==> src/rtl/rr_arbiter_pkg.sv <==
// Shared types and helpers for the four-requester round-robin arbiter.
package rr_arbiter_pkg;

  localparam int unsigned N_REQ = 4;
  localparam int unsigned IDX_W = 2;

  typedef enum logic {
    ST_IDLE  = 1'b0,
    ST_GRANT = 1'b1
  } state_e;

  function automatic logic [N_REQ-1:0] onehot4(input logic [IDX_W-1:0] idx);
    onehot4 = N_REQ'(1) << idx;
  endfunction

endpackage

==> src/rtl/rot_prio_enc4.sv <==
// Rotated 4-to-2 priority encoder: the search starts at ptr_i and wraps around.
module rot_prio_enc4
  import rr_arbiter_pkg::*;
(
  input  logic [N_REQ-1:0] req_i,
  input  logic [IDX_W-1:0] ptr_i,
  output logic [IDX_W-1:0] idx_o,
  output logic             any_req_o
);

  logic [2*N_REQ-1:0] dbl;
  logic [N_REQ-1:0]   rot;
  logic [IDX_W-1:0]   rel;

  always_comb begin
    dbl = {req_i, req_i};
    rot = N_REQ'(dbl >> ptr_i);
    rel = '0;
    // Scan from the top so the lowest asserted index is the last one written.
    for (int unsigned i = 0; i < N_REQ; i++) begin
      if (rot[N_REQ-1-i]) rel = IDX_W'(N_REQ-1-i);
    end
    idx_o     = rel + ptr_i;
    any_req_o = |req_i;
  end

endmodule

==> config.mk <==
export PLATFORM = sky130hd
export DESIGN_NAME = rot_prio_enc4
export DESIGN_NICKNAME = d
export VERILOG_FILES = /design/src/rtl/rr_arbiter_pkg.sv /design/src/rtl/rot_prio_enc4.sv
export SDC_FILE = /design/constraint.sdc
export NUM_CORES = 1
export LEC_CHECK = 0
export ABC_AREA = 0
export BUFFER_PORTS_ARGS = -buffer_cell sky130_fd_sc_hd__clkbuf_2
export CAP_MARGIN = 40
export CORE_AREA = 2 2 39 41
export DETAILED_ROUTE_END_ITERATION = 8
export DIE_AREA = 0 0 41 43
export MAX_ROUTING_LAYER = met4
export PLACE_DENSITY_LB_ADDON = 0.12
export SLEW_MARGIN = 20
export SYNTH_ARGS = -nofsm -noshare
export SYNTH_HDL_FRONTEND = slang
export SYNTH_SLANG_ARGS = --single-unit
==> constraint.sdc <==
create_clock -name vclk -period 2.5
set_input_delay 0.125 -clock vclk [all_inputs]
set_output_delay 0.125 -clock vclk [all_outputs]
set_load 0.03 [all_outputs]
[Yosys cells after proc, flatten, opt, wreduce, memory -nomap -nowiden]
Cells that the tools add are included.
Storage, ports and cells
  flip-flop bits (word level): 0
  latch bits: 0
  RAM bits: 0
  ROM bits: 0
  input bits: 6
  output and inout bits: 3
  memories kept: 0
Operators by class
  $add $sub $neg: 1
  multipliers: 0
  div/mod/pow operators: 0
  $lt $le $gt $ge: 0
  equal/unequal tests: 0
  shift operators: 1
  muxes and demuxes: 4
  bitwise gates (word level): 0
  reduce and logical (&&, ||, !) cells: 1
Operators by type and width (number)
  $mux 2: 4
  $shr 8x2->4: 1
  $reduce_or 4->1: 1
  $add 2x2->2: 1

[Longest topological paths before layout]
Gate-level depths: netlist of run 1.
  word-level depth: 6
  gate-level depth with buffers: 8
  mapped depth without buffers: 7

[Least setup slack after synthesis of run 1]
OpenSTA, ideal clock, no wires.
  kind: in2out
  from: input ptr_i[0]
  to: output idx_o[1]
  arrival time: 1520 ps
  data required time: 2375 ps
  path slack: 855 ps
  stages: 8
  buffers on the path: 1
  cells stage by stage: buf_4 nand2_1 nor2_1 o21ai_0 o211ai_1 ha_1 xor2_1 xnor2_1
Between the ends
  longest elaborated chain between the ends: 6
Ends and longest elaborated chain
  from (decl): line rot_prio_enc4.sv:6  | input logic [IDX_W-1:0] ptr_i,
  $shr 8x2->4: line rot_prio_enc4.sv:17  | rot = N_REQ'(dbl >> ptr_i);
  $mux 2 (4 in a row): line rot_prio_enc4.sv:21  | if (rot[N_REQ-1-i]) rel = IDX_W'(N_REQ-1-i);
  $add 2x2->2 (*): line rot_prio_enc4.sv:23  | idx_o = rel + ptr_i;
  to (decl): line rot_prio_enc4.sv:7  | output logic [IDX_W-1:0] idx_o,
Mark *: on every way between the ends. The rest lies on a longest branch, timed or not.

[Worst setup path in the final report of run 1]
  from: input req_i[2]
  to: output idx_o[1]
Between the ends
  longest elaborated chain between the ends: 6
Ends and longest elaborated chain
  from (decl): line rot_prio_enc4.sv:5  | input logic [N_REQ-1:0] req_i,
  $shr 8x2->4 (*): line rot_prio_enc4.sv:17
  $mux 2 (3 in a row): line rot_prio_enc4.sv:21
  $mux 2 (*): line rot_prio_enc4.sv:21
  $add 2x2->2 (*): line rot_prio_enc4.sv:23
Marks and branches as above.

==> impl_metrics.py, run 1 <==
metrics = {
    "final_layout": {
        "nNetsFinal": 44,
        "design.seq.count": 0,
        "multiInputGateArea_um2": 167.7,
        "diodes": 0,
        "syn_to_final_growth_pct": 32.17,
        "nClkBuffers": 0,
        "drive_gt1_frac": 0.2857,
        "register_area_um2": 0,
        "n_fill_cell": 163,
    },
    "setup_path": {
        "start_kind": "primary input",
        "slowest_delay_ns": 0.22,
        "crit_chain": "clkbuf_2 -> nor2_1 -> nor3_1 -> a21oi_1 -> o211ai_1 -> ha_1 -> xor2_1 -> xnor2_1 -> clkbuf_2",
        "crit_path_max_fanout": 7,
        "crit_top_cell": "clkbuf_2",
        "worst-setup-path-type": "in2out",
        "critPathRequiredTime_ns": 2.38,
        "cp_data_arrival_time_ns": 1.45,
        "crit_slowest_cell": "clkbuf_2",
        "critical_path.startpoint": "req_i[2]",
        "worstSetupEndpointType": "output pin",
        "crit_end": "idx_o[1]",
    },
    "drt": {
        "drc_errors": 0,
        "routed_via_density": 4.294,
        "post_drt_wl_per_cell_um": 8.824,
        "first_iter_violations": 6,
        "ant_nets": 0,
        "wirelength_um": 450,
        "first_pass_iters": 4,
        "via_count": 219,
    },
    "die": {
        "core-area_mm2": 0.001384,
        "die_h_um": 43,
        "start_util": 0.1293,
        "die_w_um": 41,
        "dieArea_mm2": 0.001763,
        "ios": 9,
        "rows": 14,
    },
    "power": {
        "p_switching_mw": 0.03374,
        "p_leak_nw": 0.09234,
        "swShare": 0.6433,
        "vdd_ir_drop_max_mv": 0.03293,
        "pwr-share-seq": 0,
        "comb_power_share": 1.000,
        "p_per_area_mw_per_mm2": 221.8,
        "p_clk_frac": 0,
        "internal-power_mw": 0.01871,
    },
    "global_route": {
        "overflow": 0,
        "antenna_found_initial": 0,
        "grt_max_degree": 11,
        "grt_pass1_vias": 186,
        "grt_pass1_wl_um": 793,
        "track_usage": 0.05937,
    },
    "synth": {
        "syn_inst": 27,
        "synthMuxAreaShare": 0.05594,
        "synth_area_leader_cell": "a2111oi_2",
        "yosys.area.top_type_share": 0.08392,
        "ys_top_cells_by_area": "a2111oi_2 8.4%, nor3b_1 8.4%, ha_1 7.0%",
        "netlist_area_um2": 178.9,
        "yosysSeqAreaShare": 0,
        "syn_nets": 34,
        "synth-simple-area-share": 0.4266,
        "synth_most_common_cell": "nor2_1",
        "synth_top_family_by_area": "simple AND/OR/NAND/NOR gates",
        "yosysWarnings": 0,
        "yosys.area_share.xor_xnor": 0.09790,
        "synthAdderAreaFrac": 0.06993,
        "synth_compound_area_frac": 0.2867,
        "syn_avg_cell_area_um2": 6.627,
        "synth.distinct_cells": 20,
    },
    "sta": {
        "tightest_slew_ns": 0.2837,
        "finalCritPeriodShare": 0.6296,
        "max_freq_ghz": 0.6353,
        "timing.final.crit_period_ns": 1.574,
        "setup_violations": 0,
        "layout_setup_ws_ns": 0.9260,
        "setup_tns_ns": 0,
        "slew_violations": 0,
        "slew_headroom": 0.8097,
        "finalHoldViolCount": 0,
        "rsz0062_at_grt": "no",
    },
    "status": {
        "outcome": "finished clean",
    },
    "run": {
        "max-cap-violations": 0,
    },
    "cts": {
        "cts_resized": 0,
        "hold_buffers": 0,
        "postCtsSetupBuffers": 0,
    },
    "min_path": {
        "min_path_type": "in2out",
    },
    "placed_design": {
        "dp_slack_ns": 0.9105,
        "gp_congestion": 0.8025,
        "port_buffers": 9,
    },
}
## layout make-up
class	instances	share of cell area
Inverter	1	0.01587
Multi-Input combinational cell	25	0.7090
Timing Repair Buffer	9	0.1905
Tap cell	16	0.08466
## cells by family after synthesis
kind of cell / after synthesis
AND/OR/NAND/NOR: 14
AO/OA/AOI/OAI: 7
XOR/XNOR: 2
multiplexers: 1
buffers and inverters: 2
adder cells (fa/ha/maj): 1
## through the flow
| stage | cell area, um2 | cells | hold WS, ns | utilization | power [mW] |
|---|---|---|---|---|---|
| after floorplan | 178.9 | 27 | 0.4902 | - | 0.03653 |
| after global placement | 236.5 | 51 | 0.6977 | 0.1709 | 0.05276 |
| after detailed placement | 236.5 | 51 | 0.6930 | 0.1709 | 0.05325 |
| after CTS | 236.5 | 51 | 0.6950 | 0.1709 | 0.05332 |
| after global routing | 236.5 | 51 | 0.7153 | 0.1709 | 0.05898 |
| final | 236.5 | 51 | 0.6873 | 0.1709 | 0.05245 |
## critical path, delay by kind of cell
kind	cells	cell delay, ns
fa+ha+maj	1	0.20
compound gates	2	0.27
xor+xnor	2	0.30
buf+inv	2	0.36
simple gates	2	0.20
## routing by layer
metal / global-route usage / up-vias / wire [um]
met4: 0 / 0 / 0
li1: - / 118 / -
met1: 0.09177 / 92 / 213
met3: 0.005236 / 0 / 37
met2: 0.08750 / 9 / 199
met5: - / - / 0
## how the worst min path moves through the flow
| stage | start | endpoint | slack, ns | depth (start not counted) |
|---|---|---|---|---|
| 6_report | req_i[1] | any_req_o | 0.69 | 4 |
| 5_1_grt | req_i[1] | any_req_o | 0.72 | 4 |
| 4_1_cts | req_i[1] | any_req_o | 0.69 | 4 |
| 3_5_place_dp | req_i[1] | any_req_o | 0.69 | 4 |
| 3_3_place_gp | req_i[1] | any_req_o | 0.70 | 4 |
| 2_1_floorplan | req_i[1] | any_req_o | 0.49 | 2 |
## power by group through the flow
| stage | Clock, mW | Sequential [mW] | Combinational, mW |
|---|---|---|---|
| after global placement | 0 | 0 | 0.0528 |
| after global routing | 0 | 0 | 0.0590 |
| after detailed placement | 0 | 0 | 0.0533 |
| after CTS | 0 | 0 | 0.0533 |
| after floorplan | 0 | 0 | 0.0365 |
| final | 0 | 0 | 0.0524 |
## layout by cell type, fill, tap and decap left out
master / synthesis / layout
nor4_1: 1 / 1
a31oi_1: 1 / 1
nand2_1: 2 / 2
ha_1: 1 / 1
inv_1: 1 / 1
o21ai_0: 1 / 1
xnor2_1: 1 / 1
a21oi_1: 2 / 2
o211ai_1: 1 / 1
a2111oi_2: 1 / 1
clkbuf_2: 0 / 9
nor3_1: 2 / 2
a211oi_1: 1 / 1
xor2_1: 1 / 1
nor3b_1: 2 / 2
nand3b_1: 1 / 1
nor2_1: 3 / 3
mux2i_1: 1 / 1
nand2b_1: 2 / 2
or3_1: 1 / 1
Note: power is estimated with default switching activity, not from simulation.
==> run 2, diff against run 1 <==
clock period = 1.6 ns   (was 2.5 ns; I/O delays follow)
==> run 2 against run 1 <==
Cell area is 5.8% higher; global-route usage is 0.20 points higher; sequential share of layout area stayed put; cell count stayed put; count of clock-buffer cells in the layout stayed put; sequential cell count stayed put; power is 70% higher; utilization is 0.99 points higher; first-iteration DRC count is 17% lower; worst setup slack worse by 0.76 ns; combinational power is 70% higher; critical endpoint unchanged; largest power group unchanged; highest routed layer unchanged.
==> impl_metrics.py, run 2 (synthesized netlist as in run 1, its figures left out) <==
metrics = {
    "sta": {
        "tightest_slew_ns": 0.3102,
        "max_freq_ghz": 0.6987,
        "layout_setup_ws_ns": 0.1688,
        "setup_violations": 0,
        "finalHoldViolCount": 0,
        "timing.final.crit_period_ns": 1.431,
        "slew_violations": 0,
        "finalCritPeriodShare": 0.8945,
        "slew_headroom": 0.7920,
    },
    "final_layout": {
        "design.seq.count": 0,
        "finalInstanceArea_um2": 250.2,
        "final_common_cell": "clkbuf_2",
        "nClkBuffers": 0,
        "syn_to_final_growth_pct": 39.86,
        "n_fill_cell": 167,
        "multiInputGateArea_um2": 178.9,
        "diodes": 0,
        "finish.utilization": 0.1808,
        "register_area_um2": 0,
        "drive_gt1_frac": 0.3714,
        "nNetsFinal": 44,
    },
    "die": {
        "start_util": 0.1293,
        "ios": 9,
        "die_w_um": 41,
        "dieArea_mm2": 0.001763,
        "die_h_um": 43,
        "core-area_mm2": 0.001384,
        "rows": 14,
    },
    "setup_path": {
        "cp_num_buf_inv": 2,
        "crit_end": "idx_o[1]",
        "critical_path.startpoint": "req_i[0]",
        "critPathRequiredTime_ns": 1.52,
        "worstSetupEndpointType": "output pin",
        "crit_path_max_fanout": 7,
        "start_kind": "primary input",
        "cp_data_arrival_time_ns": 1.35,
        "slowest_delay_ns": 0.20,
        "worst-setup-path-type": "in2out",
        "cp_top_family": "buffers and inverters",
        "crit_chain": "clkbuf_2 -> nor2_2 -> nor3_1 -> a21oi_1 -> o211ai_1 -> ha_1 -> xor2_1 -> xnor2_1 -> buf_4",
        "crit_slowest_cell": "ha_1",
        "cp.depth": 9,
    },
    "drt": {
        "first_iter_violations": 5,
        "routed_via_density": 4.510,
        "drc_errors": 0,
        "post_drt_wl_per_cell_um": 9.784,
        "first_pass_iters": 4,
        "wirelength_um": 499,
        "via_count": 230,
        "ant_nets": 0,
    },
    "min_path": {
        "min_path_type": "in2out",
        "holdPathStages": 4,
    },
    "power": {
        "p_per_area_mw_per_mm2": 355.3,
        "finalPower_mw": 0.08891,
        "p_leak_nw": 0.09331,
        "vdd_ir_drop_max_mv": 0.04785,
    },
    "placed_design": {
        "dp_hpwl_um": 402.5,
        "place_area_um2": 236.5,
        "port_buffers": 9,
        "gp_congestion": 0.7904,
        "dp_slack_ns": 0.08972,
    },
    "global_route": {
        "antenna_found_initial": 0,
        "grt_pass1_wl_um": 807,
        "track_usage": 0.06141,
        "grt_pass1_vias": 178,
        "overflow": 0,
        "grt_max_degree": 11,
    },
    "status": {
        "outcome": "finished clean",
    },
    "run": {
        "max-cap-violations": 0,
    },
    "cts": {
        "hold_buffers": 0,
    },
}
[run 2: how the worst min path moves through the flow]
stage | start | to | slack [ns]
finish | req_i[1] | any_req_o | 0.60
CTS | req_i[1] | any_req_o | 0.61
floorplan | req_i[1] | any_req_o | 0.40
global route | req_i[1] | any_req_o | 0.63
global placement | req_i[1] | any_req_o | 0.60
detailed placement | req_i[1] | any_req_o | 0.61
[run 2: layer usage]
metal | share of wire | GRT usage
met1 | 0.46 | 0.1044
met5 | 0 | -
met4 | 0 | 0
met3 | 0.066 | 0
met2 | 0.47 | 0.08438
[run 2: metrics by stage]
step                setup TNS (ns)  instances  hold slack (ns)
floorplan                        0         27           0.4002
CTS                              0         51           0.6094
detailed placement               0         51           0.6081
global placement                 0         51           0.6046
global route             -0.001689         51           0.6314
finish                           0         51           0.5967
[run 2: area by class of cell]
type	instances	share of cell area
multi-input combinational	25	0.7150
timing repair buffer	9	0.1900
inverter	1	0.01500
tap	16	0.08000
[run 2: what timing repair did]
action	4_1_cts	5_1_grt
endpoints found under the setup margin	0	1
gates resized for setup	0	8
buffers inserted	0	0
[run 2: tightest hold or removal path, cell delays in order]
cell and delay [ns]:
clkbuf_2 0.14, nor2_2 0.05, nand2_1 0.05, clkbuf_2 0.19
[run 2: power breakdown]
part | switching (mW) | internal [mW]
combinational | 0.0556 | 0.0333
clock | 0 | 0
sequential | 0 | 0
==> run 3, diff against run 2 <==
CELL_PAD_IN_SITES_DETAIL_PLACEMENT = 0   (was not set)
CELL_PAD_IN_SITES_GLOBAL_PLACEMENT = 1   (was not set)
clock period = 1.28 ns   (was 1.6 ns; I/O delays follow)
==> run 3 against run 2 <==
The run now ends with setup timing left; global-route usage up 1.9 points; count of clock-buffer cells in the layout unchanged; power up 130%; wire length up 26%; sequential cell count unchanged; first-iteration DRC count down 80%; worst hold slack better by 0.0040 ns; largest cell class unchanged; non-clock buffer count up 13; die area unchanged; via count up 19%; cell area up 95%.
==> impl_metrics.py, run 3 (synthesized netlist as in run 1, its figures left out) <==
metrics = {
    "global_route": {
        "grt_max_degree": 11,
        "grt_pass1_wl_um": 1014,
        "track_usage": 0.07992,
        "antenna_found_initial": 0,
        "grt_pass1_vias": 264,
        "overflow": 0,
    },
    "power": {
        "p_switching_mw": 0.09581,
        "vdd_ir_drop_max_mv": 0.1841,
        "p_clk_frac": 0,
        "swShare": 0.4602,
        "finalPower_mw": 0.2082,
        "pwr-share-seq": 0,
        "comb_power_share": 1.000,
        "p_per_area_mw_per_mm2": 425.6,
        "internal-power_mw": 0.1124,
        "p_leak_nw": 0.1952,
    },
    "placed_design": {
        "dp_hpwl_um": 537.5,
        "port_buffers": 9,
        "place_inst": 64,
        "gp_congestion": 0.6983,
    },
    "die": {
        "dieArea_mm2": 0.001763,
        "ios": 9,
        "rows": 14,
        "die_w_um": 41,
        "die_h_um": 43,
        "start_util": 0.1293,
        "core-area_mm2": 0.001384,
    },
    "final_layout": {
        "register_area_um2": 0,
        "nNetsFinal": 57,
        "design.seq.count": 0,
        "multiInputGateArea_um2": 252.7,
        "n_fill_cell": 144,
        "syn_to_final_growth_pct": 173.4,
        "drive_gt1_frac": 0.6667,
        "final_common_cell": "buf_4",
        "nClkBuffers": 0,
        "final_cell_mix": "13 x buf_4, 3 x nor2_4, 3 x buf_8, 3 x clkbuf_2",
        "diodes": 0,
        "final_cells": 64,
    },
    "setup_path": {
        "crit_chain": "buf_2 -> buf_4 -> a31oi_1 -> o211ai_1 -> ha_2 -> xor2_4 -> xnor2_4 -> buf_8",
        "cp_data_arrival_time_ns": 1.36,
        "cp_num_buf_inv": 3,
        "start_kind": "primary input",
        "worst-setup-path-type": "in2out",
        "crit_slowest_cell": "ha_2",
        "crit_path_max_fanout": 5,
        "cp_top_family": "buffers and inverters",
        "slowest_delay_ns": 0.26,
        "critPathRequiredTime_ns": 1.22,
        "worstSetupEndpointType": "output pin",
    },
    "sta": {
        "slew_headroom": 0.5902,
        "finalHoldViolCount": 0,
        "finalCritPeriodShare": 1.109,
        "rsz0062_at_grt": "yes",
        "max_freq_ghz": 0.7046,
        "setup_violations": 1,
        "slew_violations": 0,
        "tightest_slew_ns": 0.6109,
        "layout_setup_ws_ns": -0.1393,
        "timing.final.crit_period_ns": 1.419,
        "setup_tns_ns": -0.1393,
    },
    "drt": {
        "via_count": 273,
        "drc_errors": 0,
        "first_pass_iters": 2,
        "first_iter_violations": 1,
        "ant_nets": 0,
        "post_drt_wl_per_cell_um": 9.813,
        "routed_via_density": 4.266,
        "wirelength_um": 628,
    },
    "run": {
        "max-cap-violations": 0,
    },
    "min_path": {
        "min_path_type": "in2out",
    },
    "cts": {
        "postCtsSetupBuffers": 0,
        "hold_buffers": 0,
    },
    "status": {
        "outcome": "finished, violations left",
        "violations": "setup timing",
    },
}
[run 3: stage by stage]
| stage | area, um2 | util | hold slack, ns | setup WS (ns) |
|---|---|---|---|---|
| after floorplan | 227.7 | - | 0.3438 | 0.006884 |
| after global placement | 382.9 | 0.2767 | 0.6733 | -0.2710 |
| after detailed placement | 382.9 | 0.2767 | 0.6706 | -0.3088 |
| after CTS | 475.5 | 0.3436 | 0.6372 | -0.1880 |
| after global routing | 489.2 | 0.3535 | 0.6239 | -0.2085 |
| final | 489.2 | 0.3535 | 0.6007 | -0.1393 |
[run 3: power groups by stage]
stage	logic [mW]	registers, mW	clock network [mW]
after floorplan	0.0997	0	0
after global placement	0.163	0	0
after detailed placement	0.166	0	0
after CTS	0.202	0	0
after global routing	0.222	0	0
final	0.208	0	0
[run 3: worst paths after layout]
path	slack, ns	start	cells after the start	to
setup / recovery	-0.14	req_i[2]	8	idx_o[1]
hold / removal	0.60	req_i[1]	5	any_req_o
[run 3: layout make-up]
cell class         instances  share of cell area
inverters                  1            0.007673
well taps                 16             0.04092
multi-input cells         25              0.5166
repair buffers            22              0.4348
[run 3: layer usage]
| layer | global-route usage | vias up | part of all wire |
|---|---|---|---|
| met3 | 0 | 0 | 0.045 |
| met2 | 0.1500 | 6 | 0.52 |
| met1 | 0.09524 | 121 | 0.43 |
| met5 | - | - | 0 |
| met4 | 0 | 0 | 0 |
| li1 | - | 146 | - |
[run 3: what timing repair did]
action | 4_1_cts | 5_1_grt
endpoints found under the setup margin | 2 | 2
pin swaps | 5 | 8
gates resized for setup | 16 | 6
